$ cat src/rtl/cobro_bebida.sv
// Payment and selection front-end for the drink machine.
// Accumulates coin credit, validates selection, dispenses and returns change.
module cobro_bebida #(
    parameter int PRECIO_1      = 30,
    parameter int PRECIO_2      = 40,
    parameter int PRECIO_3      = 45,
    parameter int PRECIO_4      = 50,
    parameter int PRECIO_5      = 25,
    parameter int CREDITO_MAX   = 200,
    parameter int T_PREPARACION = 20,
    parameter int TIMEOUT       = 1000
) (
    input  logic       clk,
    input  logic       rst,
    input  logic       moneda_valida,
    input  logic [1:0] valor_moneda,
    input  logic       seleccion_valida,
    input  logic [2:0] seleccion,
    input  logic       cancelar,
    output logic       preparar,
    output logic [2:0] tipo_bebida,
    output logic [7:0] credito,
    output logic [7:0] vuelto,
    output logic       vuelto_valido,
    output logic       moneda_rechazada,
    output logic       error_seleccion,
    output logic       ocupado
);

    typedef enum logic [1:0] {
        ESPERA,
        ACUMULANDO,
        DESPACHO,
        VUELTO
    } estado_t;

    localparam int CW = $clog2(TIMEOUT + T_PREPARACION + 1);

    estado_t       estado, estado_n;
    logic [CW-1:0] cnt, cnt_n;
    logic [7:0]    cred_n;
    logic [2:0]    tipo_n;
    logic          prep_n, rech_n, err_n;
    logic [8:0]    precio, valor, suma;
    logic          codigo_ok;

    // Price lookup for the requested drink code; unknown codes flagged invalid.
    always_comb begin
        precio    = 9'd0;
        codigo_ok = 1'b1;
        case (seleccion)
            3'b001:  precio = 9'(PRECIO_1);
            3'b010:  precio = 9'(PRECIO_2);
            3'b011:  precio = 9'(PRECIO_3);
            3'b100:  precio = 9'(PRECIO_4);
            3'b101:  precio = 9'(PRECIO_5);
            default: codigo_ok = 1'b0;
        endcase
    end

    // Coin value decode and 9-bit credit sum so the overflow check cannot wrap.
    always_comb begin
        case (valor_moneda)
            2'b00:   valor = 9'd5;
            2'b01:   valor = 9'd10;
            2'b10:   valor = 9'd25;
            default: valor = 9'd50;
        endcase
        suma = {1'b0, credito} + valor;
    end

    // Next-state and registered-output logic; cancel > selection > coin.
    always_comb begin
        estado_n = estado;
        cnt_n    = cnt;
        cred_n   = credito;
        tipo_n   = tipo_bebida;
        prep_n   = 1'b0;
        rech_n   = 1'b0;
        err_n    = 1'b0;
        case (estado)
            ESPERA, ACUMULANDO: begin
                if (estado == ACUMULANDO)
                    cnt_n = cnt + 1'b1;
                if (cancelar) begin
                    rech_n = moneda_valida;
                    cnt_n  = '0;
                    if (estado == ACUMULANDO)
                        estado_n = VUELTO;
                end else if (seleccion_valida) begin
                    rech_n = moneda_valida;
                    cnt_n  = '0;
                    if (!codigo_ok || ({1'b0, credito} < precio)) begin
                        err_n = 1'b1;
                    end else begin
                        prep_n   = 1'b1;
                        tipo_n   = seleccion;
                        cred_n   = credito - precio[7:0];
                        estado_n = DESPACHO;
                    end
                end else if (moneda_valida) begin
                    cnt_n = '0;
                    if (suma <= 9'(CREDITO_MAX)) begin
                        cred_n   = suma[7:0];
                        estado_n = ACUMULANDO;
                    end else begin
                        rech_n = 1'b1;
                    end
                end else if (estado == ACUMULANDO &&
                             cnt == CW'(TIMEOUT - 1)) begin
                    cnt_n    = '0;
                    estado_n = VUELTO;
                end
            end
            DESPACHO: begin
                rech_n = moneda_valida;
                cnt_n  = cnt + 1'b1;
                if (cnt == CW'(T_PREPARACION - 1)) begin
                    cnt_n    = '0;
                    estado_n = (credito != 8'd0) ? VUELTO : ESPERA;
                end
            end
            default: begin
                rech_n   = moneda_valida;
                cnt_n    = '0;
                cred_n   = 8'd0;
                estado_n = ESPERA;
            end
        endcase
    end

    // State and output registers with synchronous active-low reset.
    always_ff @(posedge clk) begin
        if (!rst) begin
            estado           <= ESPERA;
            cnt              <= '0;
            credito          <= 8'd0;
            tipo_bebida      <= 3'd0;
            preparar         <= 1'b0;
            moneda_rechazada <= 1'b0;
            error_seleccion  <= 1'b0;
        end else begin
            estado           <= estado_n;
            cnt              <= cnt_n;
            credito          <= cred_n;
            tipo_bebida      <= tipo_n;
            preparar         <= prep_n;
            moneda_rechazada <= rech_n;
            error_seleccion  <= err_n;
        end
    end

    assign ocupado       = (estado == DESPACHO);
    assign vuelto_valido = (estado == VUELTO);
    assign vuelto        = vuelto_valido ? credito : 8'd0;

endmodule

$ cat config.mk
export PLATFORM = sky130hd
export DESIGN_NAME = cobro_bebida
export DESIGN_NICKNAME = d
export VERILOG_FILES = /design/src/rtl/cobro_bebida.sv
export SDC_FILE = /design/constraint.sdc
export NUM_CORES = 1
export LEC_CHECK = 0
export BUFFER_PORTS_ARGS = -buffer_cell sky130_fd_sc_hd__buf_2
export CELL_PAD_IN_SITES_DETAIL_PLACEMENT = 1
export CELL_PAD_IN_SITES_GLOBAL_PLACEMENT = 2
export CORE_UTILIZATION = 37
export CTS_BUF_LIST = sky130_fd_sc_hd__clkbuf_4 sky130_fd_sc_hd__clkbuf_8
export DETAILED_ROUTE_END_ITERATION = 6
export PLACE_DENSITY_LB_ADDON = 0.1
export SYNTH_ARGS = -nofsm -noshare
export SYNTH_HDL_FRONTEND = slang
export SYNTH_SLANG_ARGS = --single-unit
$ cat constraint.sdc
create_clock -name clk -period 7.06 [get_ports clk]
set_clock_uncertainty 0.15 [all_clocks]
set_input_delay 0.353 -clock clk [delete_from_list [all_inputs] [get_ports clk]]
set_output_delay 0.353 -clock clk [all_outputs]
set_load 0.01 [all_outputs]
# Word-level counts from Yosys, hierarchy flattened

Cells that the tools add are included.

Word-level logic and storage cells: 86
Output and inout port bits: 24
Input port bits: 10
Register bits: 26

Add/subtract/negate cells: 3
Bitwise operators: 6
Equality and inequality tests: 22
Mux-type cells: 34
Magnitude comparators: 2
Reductions and logical operators: 12

Operators with widths:

| cell                                                                   | count |
|---|---|
| 10-bit two-way mux                                                     | 6 |
| 8-bit two-way mux                                                      | 6 |
| 6-bit one-hot mux with 5 select lines                                  | 1 |
| 10-bit one-hot mux with 2 select lines                                 | 1 |
| 2-bit two-way mux                                                      | 9 |
| 6-bit one-hot mux with 3 select lines                                  | 1 |
| 8-bit one-hot mux with 2 select lines                                  | 1 |
| 3-bit != test, second input constant                                   | 4 |
| 10-bit by 1-bit adder with 10-bit output, second input constant        | 1 |
| 10-bit equality test, second input constant                            | 1 |
| 10-bit by 5-bit equality test with 1-bit output, second input constant | 1 |
| 5-bit != test, second input constant                                   | 2 |
| 5-bit AND reduction                                                    | 2 |
| 8-bit by 9-bit adder with 9-bit output                                 | 1 |
| 9-bit by 8-bit <= comparator with 1-bit output, second input constant  | 1 |
| 8-bit by 9-bit < comparator with 1-bit output                          | 1 |
| 1-bit two-way mux                                                      | 8 |
| 8-bit nonzero test                                                     | 1 |
| 8-bit subtractor                                                       | 1 |
| 2-bit equality test, second input constant                             | 3 |
| 3-bit by 2-bit equality test with 1-bit output, second input constant  | 2 |
| 3-bit equality test, second input constant                             | 2 |
| 6-bit != test, second input constant                                   | 1 |
| 1-bit inverter                                                         | 6 |
| 14 further kinds                                                       | 16 |

# Logic depth before layout (Yosys ltp)

Gate-level depths: netlist of run 1.

Depth in word-level cells: 9
Mapped depth: 13
Depth with buffers taken out: 12

# Least setup slack after synthesis of run 1

OpenSTA, ideal clock, no wires.

Kind: input-to-reg
Start point: in valor_moneda[0]
End point: reg credito[1]
Arrival time: 2581 ps
Setup slack: 4258 ps
Cell stages on the path: 11
Path buffers: 0
Cells stage by stage: inv_1 -> ha_1 -> or2_2 -> ha_1 -> a21oi_1 -> nor2_1 -> o31ai_4 -> xor2_2 -> nor4_2 -> or4_1 -> a21oi_1

Cells in the longest elaborated chain, start to end: 8
Elaborated cells between the ends (all ways): 13
Classes of those cells: 1 x add/sub; 1 x order compare; 3 x eq/ne; 6 x mux; 2 x reduce/logical

Ends and longest elaborated chain:

| what                                                                                   | line | text |
|---|---|---|
| from (decl)                                                                            | 16   | `input logic [1:0] valor_moneda,` |
| 2-bit equality test (tied with other cells)                                            | 63   | `case (valor_moneda)` |
| 6-bit one-hot mux with 3 select lines (*)                                              | 63   |  |
| 8-bit by 9-bit adder with 9-bit output (*)                                             | 69   | `suma = {1'b0, credito} + valor;` |
| branches (longest 5 deep; another with 9-bit by 8-bit <= comparator with 1-bit output) | -    |  |
| to (signal assigned)                                                                   | 145  | `credito <= cred_n;` |
| to (decl)                                                                              | 22   | `output logic [7:0] credito,` |

Every way passes the cells marked *. The select of a mux whose other input is x is not followed.
A chain may end at the register's enable or synchronous reset.

# Worst setup path after layout of run 1

Start point: reg credito[0]
End point: reg credito[6]

Cells in the longest elaborated chain, start to end: 6
Elaborated cells between the ends (all ways): 14
Classes of those cells: 2 x add/sub; 2 x order compare; 2 x eq/ne; 6 x mux; 2 x reduce/logical

Ends and longest elaborated chain:

| what |
|---|
| branches (longest 6 deep; another with 8-bit by 9-bit adder with 9-bit output) |

Parallel ways; which one is timed is not known. The select of a mux whose other input is x is not followed.

==> impl_metrics.json, run 1 <==
{
  "vias": 2063,
  "n_fill_cell": 727,
  "die_h_microns": 78.8,
  "clk_pin_slew_ps": 100,
  "n_antenna_cell": 0,
  "ys_ff_latch": 26,
  "fin_setup_tns_ps": 0,
  "gr-usage-met3": 0.0241,
  "clock-sinks": 26,
  "grt_overflow_total": 0,
  "antenna_left": 0,
  "cp.required_ps": 7080,
  "slew_violations": 0,
  "min_period_ps": 3060,
  "grt_pass1_vias": 2036,
  "syn_inst": 271,
  "post-route-period-util": 0.433,
  "cts_buffers": 3,
  "layout_commonest_cell": "buf_2",
  "setup_viol": 0,
  "dp_hpwl_microns": 4870,
  "dr.pass1.iters": 4,
  "routed_wl_microns": 6130,
  "fmax_mhz": 327,
  "grt_pass1_wl_microns": 10400,
  "antenna_found_initial": 0,
  "synthDistinctLibCells": 59,
  "cts_tree": "yes",
  "cts_max_level": 1,
  "peakVddDrop_mv": 0.0955,
  "final_cell_mix": "buf_2 (33), dfxtp_1 (26), nor2_1 (24)",
  "synth_top_area_cell": "dfxtp_1",
  "ctsHoldBuffers": 0,
  "grt_usage": 0.212,
  "worstHoldPathType": "in -> reg",
  "grt_max_degree": 21,
  "p_per_area_nw_per_um2": 249,
  "gp_congestion": 0.821,
  "synth_area_sq_um": 2180,
  "clock_path_buffers": 2,
  "yosysSeqAreaShare": 0.239,
  "final_nets": 326,
  "path_max_fanout": 5,
  "worstSetupPathType": "reg -> reg",
  "avgSynthCellArea_sq_um": 8.05,
  "drc": 0,
  "dieArea_sq_um": 6210,
  "p_leak_nw": 1.07,
  "power_w": 0.000610,
  "startpoint_type": "register",
  "clockRootBuffer": "clkbuf_8",
  "seqCellArea_sq_um": 520,
  "num_io_pins": 34,
  "tightest_slew_ps": 546,
  "hold_viol_final": 0,
  "avgRoutedWirePerCell_microns": 16.6,
  "core_sq_um": 5610,
  "rsz0062_at_grt": "no",
  "use_met2": 0.362,
  "syn2layout_area_growth_pct": 12.2,
  "drtIter0Drc": 50,
  "arrival_ps": 3070,
  "endpoint_kind": "register",
  "synth_top_area_share": 0.239,
  "run_status": "finished, final reports clean",
  "cap_violations": 0,
  "rows": 27,
  "ys_warn_count": 0,
  "die_x_microns": 78.8,
  "dominantRegCellSynth": "dfxtp_1",
  "vias_per_cell": 5.59,
  "synthArstFlopShare": 0,
  "synthesis.nets": 299,
  "ys_top_cells_by_area": "dfxtp_1 (24%), ha_1 (9.2%), mux2i_1 (4.6%), nor2_1 (4.1%), nand2_1 (4.0%)",
  "start_util": 0.389,
  "post-cts-setup-buffers": 0,
  "port_buffers": 33,
  "clk_latency_ps": 280,
  "cts_resized": 0,
  "synth_edf_count": 0,
  "grt_busiest_layer": "met2",
  "slew_headroom": 0.636,
  "final_layout_size_suffix_gt1_frac": 0.189,
  "multi_input_area_sq_um": 1580,
  "use_met1": 0.290
}
report_power, final:
| group | leakage [nW] | switching, W | internal (W) | total, W |
|---|---|---|---|---|
| Combinational | 0.830 | 0.000173 | 0.000125 | 0.000299 |
| Clock | 0.0288 | 0.0000500 | 0.0000500 | 0.000100 |
| Sequential | 0.211 | 0.0000456 | 0.000165 | 0.000211 |
sequential cells by signal, indices dropped and copies added, names as in the netlist:
name              flops
cnt                  10
credito               8
tipo_bebida           3
estado                2
error_seleccion       1
moneda_rechazada      1
preparar              1
path summary, 6_finish.rpt:
kind | from | endpoint | slack, ps | depth (start not counted)
setup / recovery | credito[0] | credito[6] | 4000 | 9
hold / removal | moneda_valida | moneda_rechazada | 170 | 3
setup reg to reg | credito[0] | credito[6] | 4000 | 9
hold reg to reg | tipo_bebida[1] | tipo_bebida[1] | 350 | 2
critical path, stage by stage, from the launching register on:
cell      delay, ps
dfxtp_1         370
ha_1            260
fa_1            440
a211o_1         320
a311oi_2        420
or3_1           210
nand2_2          70
or4_1           530
nand4_1         110
o31ai_2          70
final cells by class:
class / count / area share
clock buffer: 4 / 0.0225
timing repair buffer: 33 / 0.0675
sequential: 26 / 0.213
inverter: 10 / 0.0153
tap: 72 / 0.0368
multi-input combinational: 224 / 0.645
routing by layer:
layer / up-vias / wire [microns]
met3: 4 / 133
met5: - / 0
met1: 988 / 3120
li1: 1046 / -
met4: 0 / 36
met2: 25 / 2840
Yosys cell counts, drive strengths merged, types with 4 or more instances:
library cell	number
dfxtp	26
nor2	25
nand2	24
a21oi	17
ha	16
o21ai	12
inv	10
mux2i	10
nor3	9
xor2	9
and3	8
clkbuf	8
nand2b	8
nand4	8
nor2b	7
nor4	5
or2	5
or3	5
a211oi	4
a21o	4
nand3	4
o21bai	4
through the flow:
| step | setup WS, ps | area, sq um | std cells | utilization | hold slack [ps] |
|---|---|---|---|---|---|
| after floorplan | 4260 | 2180 | 271 | - | 319 |
| after global routing | 3810 | 2450 | 369 | 0.436 | 174 |
| after CTS | 4020 | 2450 | 369 | 0.436 | 168 |
| after detailed placement | 3810 | 2390 | 365 | 0.426 | 334 |
| final | 4000 | 2450 | 369 | 0.436 | 172 |
| after global placement | 3870 | 2390 | 365 | 0.426 | 323 |
cell families (layout without fill, tap and decap cells):
| family | Yosys count | in the layout | synth area share |
|---|---|---|---|
| AOI/OAI and AO/OA | 63 | 63 | 0.212 |
| xor gates and xnor gates | 11 | 11 | 0.0476 |
| adders and majority gates | 18 | 18 | 0.110 |
| buffers and inverters | 21 | 47 | 0.0379 |
| DFF | 26 | 26 | 0.239 |
| muxes | 12 | 12 | 0.0562 |
| and+or+nand+nor | 120 | 120 | 0.297 |
No activity file was read; power rests on OpenSTA's default activity.
==> inputs of run 2 (changes only) <==
Settings changed: CORE_UTILIZATION 37 to 31.
Clock period 7.06 ns to 2.79 ns, I/O delays scaled along.
==> run 2 against run 1 <==
Register-to-register slack worse by 3900 ps. Via count up 3.4%. Sequential share of layout area shrank 2.3 points. Largest cell class unchanged. Global-route usage fell by 2.6 points. Die area grew 19%. Setup slack worse by 3900 ps. Largest power group unchanged. Combinational power rose to 3.1 times the previous value. Cell count rose by 13%. Wire length is 9.0% higher.
==> impl_metrics.json, run 2 (synthesized netlist as in run 1, its figures left out) <==
{
  "final_cell_mix": "buf_2 (33), dfxtp_1 (25), nor2_1 (23), nand2_1 (23), buf_4 (23)",
  "dpl.cell_count": 406,
  "arrival_ps": 2740,
  "drtIter0Drc": 61,
  "min_delay_path_depth": 2,
  "vias_per_cell": 5.12,
  "n_fill_cell": 834,
  "cp.required_ps": 2850,
  "core_sq_um": 6790,
  "finish.instance_area_sq_um": 2750,
  "hold_path_startpoint": "rst",
  "layout_commonest_cell": "buf_2",
  "tightest_slew_ps": 609,
  "p_per_area_nw_per_um2": 639,
  "cp_slowest_cell": "or4_4",
  "grt_max_degree": 21,
  "antenna_found_initial": 0,
  "setup_viol": 0,
  "die_x_microns": 85.9,
  "gp_congestion": 0.821,
  "die_h_microns": 85.9,
  "r2r_cells": 9,
  "p_leak_nw": 1.21,
  "vias": 2133,
  "r2r-start": "credito[0]",
  "grt_usage": 0.186,
  "start_util": 0.321,
  "largest_reg_flops": 10,
  "antenna_left": 0,
  "rsz0062_at_grt": "yes",
  "post-route-period-util": 0.963,
  "cp_cell_sequence": "ha_4, fa_2, a211o_1, a311oi_2, buf_4, or3_4, o211ai_4, or4_4, a21oi_2",
  "startpoint_type": "register",
  "slew_violations": 0,
  "slew_headroom": 0.593,
  "clockRootBuffer": "clkbuf_8",
  "hold_ws_ps": 59.5,
  "cts_max_level": 1,
  "routed_wl_microns": 6690,
  "whs_endpoint": "cnt[7]",
  "num_io_pins": 34,
  "worstHoldPathType": "in -> reg",
  "final_layout_size_suffix_gt1_frac": 0.287,
  "peakVddDrop_mv": 0.237,
  "dp_hpwl_microns": 5190,
  "port_buffers": 33,
  "largest_register": "cnt",
  "cap_violations": 0,
  "fmax_mhz": 372,
  "min_period_ps": 2690,
  "fin_cells": 417,
  "run_status": "finished, final reports clean",
  "grt_pass1_vias": 2104,
  "worst_slack_ps": 104,
  "path_max_fanout": 3,
  "grt_overflow_total": 0,
  "syn2layout_area_growth_pct": 26.2,
  "hold_viol_final": 0,
  "avgRoutedWirePerCell_microns": 16.0,
  "power_w": 0.00176,
  "clk_pin_slew_ps": 110,
  "dpl_cell_area_sq_um": 2550,
  "endpoint_kind": "register",
  "drc": 0,
  "cts_tree": "yes",
  "rows": 30,
  "grt_pass1_wl_microns": 10700,
  "n_antenna_cell": 0,
  "cts_buffers": 3,
  "clk_latency_ps": 280,
  "clock_path_buffers": 2,
  "top_regs": "cnt (10), credito (8), tipo_bebida (3)",
  "worstSetupPathType": "reg -> reg",
  "critical-path-max-stage-delay_ps": 500,
  "final_nets": 350,
  "dr.pass1.iters": 4,
  "clock-sinks": 26,
  "r2r_end": "credito[1]",
  "r2r_slack_ps": 100,
  "pre_cts_ws_ps": -162,
  "dieArea_sq_um": 7370
}
run 2: per-stage QoR:
stage | utilization | TNS (ps)
6_report | 0.405 | 0
5_1_grt | 0.405 | -18.3
4_1_cts | 0.398 | 0
3_5_place_dp | 0.375 | -902
3_3_place_gp | 0.375 | -485
2_1_floorplan | - | 0
run 2: worst max path at each step:
stage                 endpoint             from  slack [ps]
global placement    credito[1]  valor_moneda[0]        -160
finish              credito[1]       credito[0]         100
CTS                 credito[0]       credito[0]           6
floorplan           credito[6]       credito[0]          40
detailed placement  credito[1]  valor_moneda[0]        -160
global route         estado[0]       credito[0]         -20
run 2: area by class of cell:
| class | instances | area [sq um] | share of cell area |
|---|---|---|---|
| well taps | 96 | 120 | 0.0436 |
| flip-flops and latches | 26 | 522 | 0.190 |
| inverters | 10 | 37.5 | 0.0136 |
| clock buffers | 3 | 41.3 | 0.0150 |
| clock inverters | 1 | 30.0 | 0.0109 |
| multi-input cells | 224 | 1650 | 0.601 |
| repair buffers | 57 | 348 | 0.126 |
run 2: report_power, final:
| part | internal, W | switching (W) | leakage, nW | total [W] |
|---|---|---|---|---|
| Combinational | 0.000404 | 0.000512 | 0.961 | 0.000916 |
| Clock | 0.000192 | 0.000135 | 0.0357 | 0.000328 |
| Sequential | 0.000419 | 0.0000965 | 0.211 | 0.000516 |
run 2: metal layers:
layer  global-route usage  share of wire  vias up
li1                     -              -     1086
met1                0.250           0.49     1015
met2                0.320           0.48       26
met3               0.0269          0.018        6
met4               0.0318         0.0087        0
met5                    0              0        -
run 2: worst max-delay path, delay by kind of cell, from the launching register on:
kind,cells,cell delay (ps)
compound gates,4,810
fa+ha+maj,2,500
flops,1,350
buf+inv,1,180
simple gates,2,630
run 2: what timing repair did:
action                                  4_1_cts  5_1_grt
hold buffers                                  1        0
gates resized for setup                       8        9
endpoints found under the setup margin        9        9
setup buffers                                 5        1
hold endpoints to repair                      1        0
pin swaps                                     7        4
==> inputs of run 3 (changes only) <==
==> constraint.sdc (replaced) <==
create_clock -name clk -period 2.79 [get_ports clk]
set_clock_uncertainty 0.15 [all_clocks]
set_input_delay 0.558 -clock clk [delete_from_list [all_inputs] [get_ports clk]]
set_output_delay 0.558 -clock clk [all_outputs]
set_load 0.01 [all_outputs]
==> run 3 against run 2 <==
The run now ends with setup timing left. Hold slack improved by 290 ps. Core utilization increased by 6.2 points. Global-route usage increased by 0.67 points. Largest cell class unchanged. Sequential share of layout area decreased by 2.6 points. Register-to-register slack got worse by 70 ps. Flip-flop and latch count unchanged. Die area unchanged. First-iteration DRC count decreased by 3.3%. Cell area increased by 15%. Power increased by 8.6%. Sequential power increased by 2%.
==> impl_metrics.json, run 3 (synthesized netlist as in run 1, its figures left out) <==
{
  "power_w": 0.00191,
  "num_io_pins": 34,
  "rows": 30,
  "grt_max_degree": 19,
  "syn2layout_area_growth_pct": 45.7,
  "grt_overflow_total": 0,
  "vias_per_cell": 5.22,
  "final_cell_mix": "buf_4 (44), buf_2 (31), dfxtp_1 (26)",
  "die_h_microns": 85.9,
  "grt_pass1_wl_microns": 11200,
  "post-route-period-util": 1.02,
  "clock_path_buffers": 2,
  "critical-path-max-stage-delay_ps": 530,
  "clk_latency_ps": 280,
  "worstHoldPathType": "in -> reg",
  "core_sq_um": 6790,
  "die_x_microns": 85.9,
  "dieArea_sq_um": 7370,
  "ctsHoldBuffers": 0,
  "tightest_slew_ps": 600,
  "worstSetupPathType": "in -> reg",
  "n_antenna_cell": 0,
  "violations": "setup timing",
  "crit_family": "simple AND/OR/NAND/NOR gates",
  "layout_commonest_cell": "buf_4",
  "slew_headroom": 0.599,
  "cp_cell_sequence": "buf_12, inv_12, buf_6, ha_4, ha_4, or2_4, a311oi_4, buf_4, o21ai_4, nand2_4, nor4_4, or4_4, a21oi_2",
  "peakVddDrop_mv": 0.234,
  "cts_max_level": 1,
  "run_status": "finished, violations left",
  "largest_register": "cnt",
  "slew_violations": 0,
  "antenna_left": 0,
  "cap_violations": 0,
  "cp_slowest_cell": "or4_4",
  "rsz0062_at_grt": "yes",
  "p_per_area_nw_per_um2": 601,
  "drtIter0Drc": 59,
  "worst_slack_ps": -53.6,
  "crit_buf_inv": 4,
  "routed_wl_microns": 6970,
  "fin_cells": 439,
  "cp.required_ps": 2860,
  "fmax_mhz": 352,
  "dr.pass1.iters": 4,
  "hold_ws_ps": 354,
  "p_leak_nw": 1.35,
  "avgRoutedWirePerCell_microns": 15.9,
  "setup_viol": 2,
  "clock-sinks": 26,
  "grt_pass1_vias": 2228,
  "antenna_found_initial": 0,
  "port_buffers": 33,
  "hold_viol_final": 0,
  "drc": 0,
  "final_nets": 372,
  "n_fill_cell": 802,
  "largest_reg_flops": 10,
  "grt_usage": 0.193,
  "dp_hpwl_microns": 5400,
  "clk_pin_slew_ps": 100,
  "cp_common_cell": "ha_4",
  "arrival_ps": 2910,
  "clockRootBuffer": "clkbuf_8",
  "top_regs": "cnt (10), credito (8), tipo_bebida (3)",
  "vias": 2291,
  "dpl.cell_count": 426,
  "path_max_fanout": 4,
  "endpoint_kind": "register",
  "final_layout_size_suffix_gt1_frac": 0.405,
  "startpoint_type": "primary input",
  "cts_tree": "yes",
  "start_util": 0.321,
  "gp_congestion": 0.800,
  "min_period_ps": 2840,
  "cts_buffers": 3
}
## run 3: cell count changes in the layout (fill, tap and decap cells not counted), moves of 3 or more
cell and delta:
ha_4 +6, buf_4 +21, ha_1 -6, buf_6 +3
## run 3: report_power, final
part / internal (W) / switching, W
Sequential: 0.000418 / 0.000106
Clock: 0.000127 / 0.000136
Combinational: 0.000538 / 0.000585
Total: 0.00108 / 0.000828
## run 3: path summary, 6_finish.rpt
| kind | startpoint | to | slack [ps] | depth (start not counted) |
|---|---|---|---|---|
| max reg2reg | credito[0] | credito[1] | 30 | 10 |
| min reg2reg | tipo_bebida[1] | tipo_bebida[1] | 350 | 2 |
| min | moneda_valida | moneda_rechazada | 350 | 3 |
| max | valor_moneda[0] | credito[1] | -50 | 13 |
## run 3: layout make-up
class | count | area [sq um] | share of cell area
repair buffers | 79 | 539 | 0.170
inverters | 10 | 50.0 | 0.0158
flip-flops and latches | 26 | 520 | 0.164
clock buffers | 4 | 55.1 | 0.0173
well taps | 96 | 120 | 0.0378
multi-input cells | 224 | 1890 | 0.596
## run 3: through the flow
stage	utilization	cell area [sq um]	setup TNS, ps	setup WS [ps]
CTS	0.444	3020	-45.0	-45.0
global route	0.468	3180	-555	-114
finish	0.468	3180	-58.2	-53.6
global placement	0.417	2840	-3750	-389
floorplan	-	2320	-8.25	-8.25
detailed placement	0.417	2840	-4090	-422
## run 3: timing repair
action / in CTS / in global routing
pin swaps: 11 / 21
resized for setup: 16 / 24
endpoints found under the setup margin: 9 / 10
setup buffers: 5 / 4
## run 3: metal layers
metal	track usage	routed length [microns]
met1	0.252	3320
met2	0.342	3400
met3	0.0260	167
met4	0.0318	80
met5	0	0
## run 3: tightest hold or removal path: cells and delay by family
family | cells | cell delay [ps]
AO/OA/AOI/OAI | 1 | 40
buffers and inverters | 1 | 110
AND/OR/NAND/NOR | 1 | 50
